## src/rtl/codma_read_engine.sv

```systemverilog
// codma bus read master: walks RD_IDLE/RD_ASK/RD_GRANTED to fetch a run of
// word-aligned beats and buffers them in a first-word-fall-through FIFO.
module codma_read_engine #(
  parameter int ADDR_W     = 32,
  parameter int DATA_W     = 32,
  parameter int LEN_W      = 8,
  parameter int FIFO_DEPTH = 4
) (
  input  logic              clk_i,
  input  logic              reset_n_i,
  input  logic              cmd_valid_i,
  output logic              cmd_ready_o,
  input  logic [ADDR_W-1:0] cmd_addr_i,
  input  logic [LEN_W-1:0]  cmd_len_i,
  output logic              bus_req_o,
  input  logic              bus_gnt_i,
  output logic              bus_rd_o,
  output logic [ADDR_W-1:0] bus_addr_o,
  input  logic              bus_rvalid_i,
  input  logic [DATA_W-1:0] bus_rdata_i,
  input  logic              bus_err_i,
  output logic              data_valid_o,
  output logic [DATA_W-1:0] data_o,
  input  logic              data_ready_i,
  output logic              done_o,
  output logic              error_o,
  output logic [1:0]        state_o
);

  localparam int PTR_W = $clog2(FIFO_DEPTH);
  localparam int CNT_W = PTR_W + 1;

  typedef enum logic [1:0] {
    RD_IDLE    = 2'b00,
    RD_ASK     = 2'b01,
    RD_GRANTED = 2'b10
  } read_state_t;

  read_state_t        r_state;
  read_state_t        w_next_state;
  logic [ADDR_W-1:0]  r_addr;
  logic [LEN_W-1:0]   r_remain;
  logic               r_done;
  logic               r_error;
  logic [DATA_W-1:0]  r_mem [FIFO_DEPTH];
  logic [PTR_W-1:0]   r_wr_ptr;
  logic [PTR_W-1:0]   r_rd_ptr;
  logic [CNT_W-1:0]   r_count;

  logic w_cmd_go;
  logic w_cmd_zero;
  logic w_rd;
  logic w_err;
  logic w_accept;
  logic w_last;
  logic w_pop;
  logic w_fifo_valid;

  assign w_cmd_go     = (r_state == RD_IDLE) && cmd_valid_i && (cmd_len_i != {LEN_W{1'b0}});
  assign w_cmd_zero   = (r_state == RD_IDLE) && cmd_valid_i && (cmd_len_i == {LEN_W{1'b0}});
  // Strobe gated by the registered count so a same-cycle pop never frees a slot early.
  assign w_rd         = (r_state == RD_GRANTED) && (r_count < CNT_W'(FIFO_DEPTH));
  assign w_err        = (r_state == RD_GRANTED) && bus_err_i && (w_rd || bus_rvalid_i);
  assign w_accept     = w_rd && bus_gnt_i && bus_rvalid_i && !bus_err_i;
  assign w_last       = w_accept && (r_remain == LEN_W'(1));
  assign w_fifo_valid = (r_count != {CNT_W{1'b0}});
  assign w_pop        = w_fifo_valid && data_ready_i;

  // State register.
  always_ff @(posedge clk_i or negedge reset_n_i) begin
    if (!reset_n_i) begin
      r_state <= RD_IDLE;
    end else begin
      r_state <= w_next_state;
    end
  end

  // Next-state decode; error beats acceptance, grant loss falls back to RD_ASK.
  always_comb begin
    w_next_state = r_state;
    case (r_state)
      RD_IDLE: begin
        if (w_cmd_go) begin
          w_next_state = RD_ASK;
        end else begin
          w_next_state = RD_IDLE;
        end
      end
      RD_ASK: begin
        if (bus_gnt_i) begin
          w_next_state = RD_GRANTED;
        end else begin
          w_next_state = RD_ASK;
        end
      end
      RD_GRANTED: begin
        if (w_err || w_last) begin
          w_next_state = RD_IDLE;
        end else if (!bus_gnt_i) begin
          w_next_state = RD_ASK;
        end else begin
          w_next_state = RD_GRANTED;
        end
      end
      default: w_next_state = RD_IDLE;
    endcase
  end

  // Beat address, remaining count and completion pulses.
  always_ff @(posedge clk_i or negedge reset_n_i) begin
    if (!reset_n_i) begin
      r_addr   <= {ADDR_W{1'b0}};
      r_remain <= {LEN_W{1'b0}};
      r_done   <= 1'b0;
      r_error  <= 1'b0;
    end else begin
      r_done  <= w_last || w_cmd_zero;
      r_error <= w_err;
      if (w_cmd_go) begin
        r_addr   <= {cmd_addr_i[ADDR_W-1:2], 2'b00};
        r_remain <= cmd_len_i;
      end else if (w_accept) begin
        r_addr   <= r_addr + ADDR_W'(4);
        r_remain <= r_remain - LEN_W'(1);
      end else begin
        r_addr   <= r_addr;
        r_remain <= r_remain;
      end
    end
  end

  // FIFO pointers and occupancy; an error flushes everything in flight.
  always_ff @(posedge clk_i or negedge reset_n_i) begin
    if (!reset_n_i) begin
      r_wr_ptr <= {PTR_W{1'b0}};
      r_rd_ptr <= {PTR_W{1'b0}};
      r_count  <= {CNT_W{1'b0}};
    end else if (w_err) begin
      r_wr_ptr <= {PTR_W{1'b0}};
      r_rd_ptr <= {PTR_W{1'b0}};
      r_count  <= {CNT_W{1'b0}};
    end else begin
      if (w_accept) begin
        r_wr_ptr <= r_wr_ptr + PTR_W'(1);
      end
      if (w_pop) begin
        r_rd_ptr <= r_rd_ptr + PTR_W'(1);
      end
      case ({w_accept, w_pop})
        2'b10:   r_count <= r_count + CNT_W'(1);
        2'b01:   r_count <= r_count - CNT_W'(1);
        default: r_count <= r_count;
      endcase
    end
  end

  // FIFO storage; contents are don't-care while the count marks them empty.
  always_ff @(posedge clk_i) begin
    if (w_accept) begin
      r_mem[r_wr_ptr] <= bus_rdata_i;
    end
  end

  assign cmd_ready_o  = (r_state == RD_IDLE);
  assign bus_req_o    = (r_state == RD_ASK) || (r_state == RD_GRANTED);
  assign bus_rd_o     = w_rd;
  assign bus_addr_o   = r_addr;
  assign data_valid_o = w_fifo_valid;
  assign data_o       = w_fifo_valid ? r_mem[r_rd_ptr] : {DATA_W{1'b0}};
  assign done_o       = r_done;
  assign error_o      = r_error;
  assign state_o      = r_state;

endmodule

```

## config.mk

```make
export PLATFORM = sky130hd
export DESIGN_NAME = codma_read_engine
export DESIGN_NICKNAME = d
export VERILOG_FILES = /design/src/rtl/codma_read_engine.sv
export SDC_FILE = /design/constraint.sdc
export NUM_CORES = 1
export LEC_CHECK = 0
export BUFFER_PORTS_ARGS = -buffer_cell sky130_fd_sc_hd__buf_4
export CAP_MARGIN = 20
export CELL_PAD_IN_SITES_DETAIL_PLACEMENT = 0
export CELL_PAD_IN_SITES_GLOBAL_PLACEMENT = 1
export CORE_UTILIZATION = 49
export CTS_CLUSTER_SIZE = 16
export DETAILED_ROUTE_END_ITERATION = 8
export HOLD_SLACK_MARGIN = 0.03
export PLACE_DENSITY = 0.88
export SLEW_MARGIN = 40
export SYNTH_ARGS = -nofsm -noshare
export SYNTH_HDL_FRONTEND = slang
export SYNTH_SLANG_ARGS = --single-unit
```

## constraint.sdc

```tcl
create_clock -name clk_i -period 5.6 [get_ports clk_i]
set_input_delay 0.28 -clock clk_i [delete_from_list [all_inputs] [get_ports clk_i]]
set_output_delay 0.28 -clock clk_i [all_outputs]
set_load 0.005 [all_outputs]
```

Word-level counts from Yosys, hierarchy flattened

Memories as Yosys holds them, arrays and structs flattened.
Index checks and enable logic that the tools add are counted.

Bits in registers: 51
Memory bits (writable): 128
Output and inout bits: 72
Logic and storage cells: 62
Memories kept: 1

Memory list:

| memory | depth | bits a word | rd ports | clocked after Yosys merged registers in | write ports | RTL line | RTL |
|---|---|---|---|---|---|---|---|
| r_mem  | 4     | 32          | 1        | 0                                       | 1           | 45       | `logic [DATA_W-1:0] r_mem [FIFO_DEPTH];` |

$add $sub $neg: 6
Order comparisons: 1
Equal/unequal tests: 5
Muxes and demuxes: 17
Reduce and logical (&&, ||, !) cells: 24

Operators by type and width:

| operator                                          | count |
|---|---|
| 2-to-1 mux 32 bit                                 | 3 |
| adder 32 x 3 -> 32 bit, second input constant     | 1 |
| 2-to-1 mux 8 bit                                  | 2 |
| 2-to-1 mux 2 bit                                  | 6 |
| logical AND 1 bit                                 | 11 |
| == test 8 x 1 -> 1 bit, second input constant     | 1 |
| logical NOT 8 bit                                 | 1 |
| nonzero test 8 bit                                | 1 |
| subtractor 8 x 1 -> 8 bit, second input constant  | 1 |
| one-hot mux 2 bit (3 select lines)                | 1 |
| one-hot mux 3 bit (2 select lines)                | 1 |
| nonzero test 2 bit                                | 3 |
| nonzero test 3 bit                                | 2 |
| adder 2 x 1 -> 2 bit, second input constant       | 2 |
| == test 2 x 1 -> 1 bit, second input constant     | 2 |
| == test 2 bit, second input constant              | 2 |
| logical OR 1 bit                                  | 4 |
| adder 3 x 1 -> 3 bit, second input constant       | 1 |
| less-than comparator 3 bit, second input constant | 1 |
| 2-to-1 mux 1 bit                                  | 3 |
| 2-to-1 mux 3 bit                                  | 1 |
| subtractor 3 x 1 -> 3 bit, second input constant  | 1 |
| logical NOT 2 bit                                 | 1 |
| logical NOT 1 bit                                 | 1 |

Logic depth before layout (Yosys ltp)

Depth after elaboration: 9
Gate-level depth with buffers: 10
Gate-level depth less buffers: 9

Worst setup path before layout

OpenSTA, ideal clock, no wires.

Kind: register -> register
From: reg r_state[0] (netlist: state_o[0])
To: mem r_mem[0][0], enable pin
Arrival: 2.258 ns
Slack: 2.950 ns
Cell stages (with the launch flop): 8
Cell sequence: dfrtp_1 > inv_1 > ha_1 > nand4b_1 > nor2_1 > buf_2 > buf_2 > and2_1

Longest elaborated chain between the ends: 7

Ends and longest elaborated chain:

| what                                   | RTL line | RTL |
|---|---|---|
| start, declared                        | 39       | `read_state_t r_state;` |
| start signal, assigned                 | 74       | `r_state <= w_next_state;` |
| == test 2 bit                          | 62       | `assign w_rd = (r_state == RD_GRANTED) && (r_count < CNT_W'(FIFO_DEPTH));` |
| logical AND 1 bit                      | 62       |  |
| logical AND 1 bit (3 in series)        | 64       | `assign w_accept = w_rd && bus_gnt_i && bus_rvalid_i && !bus_err_i;` |
| 2-to-1 mux 1 bit                       | 159      | `if (w_accept) begin` |
| 2-to-1 mux 1 bit (not written as such) | 160      | `r_mem[r_wr_ptr] <= bus_rdata_i;` |
| end, declared                          | 45       |  |

No other way between the ends.

Final worst setup path

From: reg r_state[0] (netlist: state_o[0])
To: reg r_count[2]

Longest elaborated chain between the ends: 8

Ends and longest elaborated chain:

| what                                                    | RTL line | RTL |
|---|---|---|
| == test 2 bit (*)                                       | 62, 63   |  |
| logical AND 1 bit                                       | 62       |  |
| logical AND 1 bit (3 in series)                         | 64       |  |
| == test 2 x 1 -> 1 bit or == test 2 bit (tied branches) | 149      | `case ({w_accept, w_pop})` |
| one-hot mux 3 bit (2 select lines)                      | 149      |  |
| 2-to-1 mux 3 bit                                        | 138      | `end else if (w_err) begin` |
| end signal, assigned                                    | 137      | `r_count <= {CNT_W{1'b0}};` |
| end signal, assigned                                    | 150      | `2'b10: r_count <= r_count + CNT_W'(1);` |
| end signal, assigned                                    | 151      | `2'b01: r_count <= r_count - CNT_W'(1);` |
| end, declared                                           | 48       | `logic [CNT_W-1:0] r_count;` |

Every way passes the cells marked *; elsewhere a longest branch is shown, timed or not.
A chain may end at the register's enable or synchronous reset.

==> key figures <==
Timing
  • Setup ws final: 3.03 ns
  • FMAX: 0.389 GHz
  • Worst-Margin Slew: 0.761 ns
  • Final setup skew: 0.00808 ns
  • Tmin final: 2.57 ns
  • Setup TNS: 0 ns
  • Period utilisation layout: 45.9%
  • Fin. max-slew vios: 0
  • Max-slew headroom: 48.9%
  • Final hold viol count: 0
  • RSZ-0062 raised after global routing: false
  • Final setup vio count: 0

Route
  • DRC: 0
  • Met1 Wirelength: 6550 µm
  • Routed wire per std cell: 17.9 µm
  • DR top layer: met4
  • Initial DRC Count: 259
  • DRT antenna net count: 0
  • Vias post-DR: 4695
  • Metal3 WL: 1100 µm
  • Met2 Wirelength: 7470 µm
  • First drt pass iteration count: 4
  • Via/cell ratio: 5.48
  • Overall routed net length: 15300 µm

Setup path
  • WP buf/inv: 2
  • Worst path slowest cell: dfrtp_1
  • CP max FO: 17
  • Critical Path Most Common Cell: nor2_1
  • Critical Path Source Type: register
  • Arrival time at the worst endpoint: 2.83 ns
  • Largest stage delay, worst path: 0.42 ns
  • Crit Path Class: reg -> reg
  • CP Cell Sequence: inv_1 > ha_1 > nand4b_1 > nor2_1 > buf_4 > nor2_1 > fa_1 > o21ai_0 > a31oi_1
  • Required time worst endpoint: 5.86 ns
  • CP delay by family, top: simple AND/OR/NAND/NOR gates
  • Critical Path Sink Type: register

Clock tree
  • Clock slew at reported path FFs: 0.07 ns
  • CTS tree: built
  • Clock Tree Buf Depth: 2
  • Htree depth: 4
  • Clock sinks: 177
  • Num CTS Buffers: 17
  • Worst-Skew Late Latency: 0.42 ns
  • Root Buffer: clkbuf_16

Power and ir drop
  • Leakage: 3.61 nW
  • Clock Power Share: 26.0%
  • Sequential power share: 40.6%
  • Total internal power: 0.00306 W
  • Power Density: 464 nW/µm²
  • Net Sw Frac: 30.3%
  • Total net switching power: 0.00133 W
  • Peak supply drop: 250 µV
  • Logic pwr share: 33.5%

GRT
  • Total Routing Usage GR: 20.4%
  • Initial antenna violation count: 0
  • Vias in the first global route: 4834
  • First-pass GRT wire length: 24700 µm
  • Total gr overflow: 0
  • Largest net degree at the start of global routing: 71

Job
  • Max Cap Viol: 0

Min path
  • HP Class: in -> reg

Synth
  • Synthesized cell area: 7610 µm²
  • Ys Warns: 0
  • Synth cell types: 37
  • Number of synthesized register bits: 177
  • Async SR Flop Fraction: 27.7%
  • Mapped Cells: 511
  • Ys flop type: edfxtp_1
  • EDFF count, synth: 128
  • Post-synthesis sequential area ratio: 66.6%
  • Syn Area/Cell: 14.9 µm²

Floorplanning
  • Die Y: 127 µm
  • Die Wd: 127 µm
  • Core area: 15200 µm²
  • Std-Cell Rows: 45
  • Die area: 16000 µm²
  • Starting density of the core: 50.0%
  • Io pins: 151

Placed design
  • Placed inst area: 8890 µm²
  • Worst slack at placement: 3.04 ns
  • HPWL Detailed: 9610 µm
  • Buffers on Ports: 146
  • Routability Congestion: 0.790

Finish
  • Area grow syn2layout: 24.4%
  • Layout cells sized above 1: 33.5%
  • Fin area: 9460 µm²
  • N_diodes: 0
  • Nets: 747

Status
  • Status: finished, final reports clean
-- Yosys cell counts (all sizes together), types with 2 or more instances --
| cell | count | share of area (%) |
|---|---|---|
| a21oi | 5 | 0.33 |
| a31oi | 4 | 0.33 |
| and2 | 36 | 3.0 |
| and3 | 9 | 0.74 |
| and4 | 2 | 0.23 |
| buf | 11 | 0.82 |
| clkbuf | 16 | 0.79 |
| dfrtp | 49 | 16 |
| edfxtp | 128 | 51 |
| ha | 11 | 1.8 |
| inv | 10 | 0.49 |
| mux2i | 3 | 0.39 |
| mux4 | 32 | 9.5 |
| nand2 | 48 | 2.4 |
| nand3 | 16 | 1.1 |
| nand4 | 14 | 1.2 |
| nand4b | 2 | 0.23 |
| nor2 | 17 | 0.84 |
| nor2b | 2 | 0.16 |
| nor3 | 5 | 0.33 |
| nor3b | 2 | 0.26 |
| nor4 | 3 | 0.44 |
| o21ai | 38 | 2.5 |
| or3 | 4 | 0.33 |
| xnor2 | 9 | 1.0 |
| xor2 | 30 | 3.5 |
-- per-stage QoR --
stage / power, W / cells / hold slack, ns / utilization (%)
after floorplan: 0.00260 / 512 / -0.0156 / -
after global placement: 0.00325 / 824 / 0.346 / 58.4
after detailed placement: 0.00330 / 824 / 0.352 / 58.5
after CTS: 0.00444 / 857 / 0.0410 / 62.3
after global routing: 0.00466 / 857 / 0.0403 / 62.3
final: 0.00439 / 857 / 0.0554 / 62.3
-- final timing paths --
| check | startpoint | end | slack [ns] | depth (start not counted) |
|---|---|---|---|---|
| max | state_o[0]$_DFF_PN0_ | r_count[2]$_DFFE_PN0P_ | 3.03 | 9 |
| min | cmd_addr_i[28] | bus_addr_o[28]$_DFFE_PN0P_ | 0.06 | 3 |
| max reg2reg | state_o[0]$_DFF_PN0_ | r_count[2]$_DFFE_PN0P_ | 3.03 | 9 |
| min reg2reg | r_rd_ptr[1]$_DFFE_PN0P_ | r_rd_ptr[1]$_DFFE_PN0P_ | 0.56 | 2 |
| max in group asynchronous | reset_n_i | r_rd_ptr[0]$_DFFE_PN0P_ | 4.69 | 2 |
| min in group asynchronous | reset_n_i | r_remain[2]$_DFFE_PN0P_ | 0.44 | 2 |
-- worst reg2reg max path: stages (launching register included) --
cell	delay, ns
dfrtp_1	0.42
inv_1	0.10
ha_1	0.22
nand4b_1	0.22
nor2_1	0.34
buf_4	0.32
nor2_1	0.11
fa_1	0.41
o21ai_0	0.18
a31oi_1	0.10
-- kinds of logic (layout without fill, tap and decap cells) --
| group | count (synthesis) | in the layout | synth area share, % |
|---|---|---|---|
| buffers and inverters | 37 | 194 | 2.11 |
| AOI/OAI and AO/OA | 48 | 48 | 3.26 |
| xor gates and xnor gates | 39 | 39 | 4.49 |
| and+or+nand+nor | 161 | 161 | 11.4 |
| DFF | 177 | 177 | 66.6 |
| adders and majority gates | 12 | 12 | 2.07 |
| muxes | 36 | 36 | 10.0 |
| other | 1 | 2 | 0.0493 |
-- flip-flops by register name, indices dropped and copies added (netlist names) --
register,count
r_count,3
error_o,1
r_wr_ptr,2
state_o,2
r_remain,8
r_rd_ptr,2
done_o,1
r_mem,128
bus_addr_o,30
-- cell usage in the layout (no fill, tap or decap), types with 3 or more instances in the layout --
cell       synthesis  final
a21oi_1            5      4
a31oi_1            4      4
and2_1            36     32
and2_4             0      4
and3_1             9      9
buf_4              3    151
clkbuf_16          0     17
clkinv_2           0      4
dfrtp_1           49     48
edfxtp_1         128    128
ha_1              11     11
inv_1             10     10
inv_6              0      4
mux2i_1            3      3
mux4_2            32     32
nand2_1           48     48
nand3_1           15     15
nand4_1           13     13
nor2_1            17     17
nor3_1             5      5
o21ai_0           37     37
or3_1              4      3
xnor2_1            9      9
xor2_1            30     30
-- power groups by stage --
stage,Clock [W],Sequential (W),Combinational (W)
detailed placement,0,0.00180,0.00149
CTS,0.00116,0.00178,0.00150
finish,0.00114,0.00178,0.00147
floorplan,0,0.00177,0.000829
global placement,0,0.00179,0.00146
global route,0.00122,0.00181,0.00163
-- cell type report --
type / count / area [µm²]
tap: 188 / 235
clock buffer: 18 / 429
clock inverter: 14 / 138
fill: 1157 / 5740
sequential: 177 / 5070
timing repair buffer: 152 / 1140
inverter: 10 / 37.5
multi-input combinational: 298 / 2410
-- repair_timing --
action                                 CTS  global route
hold buffers                             1             0
endpoints found under the hold margin   49             0
buffers inserted                         0             0
resized for setup                        0             0
-- per-layer routing --
layer  GRT usage (%)  vias to the layer above
met3            6.33                       16
li1                -                     2173
met2            33.5                      168
met1            25.9                     2338
met5               0                        -
met4            6.66                        0
Note: power is estimated with default switching activity, not from simulation.
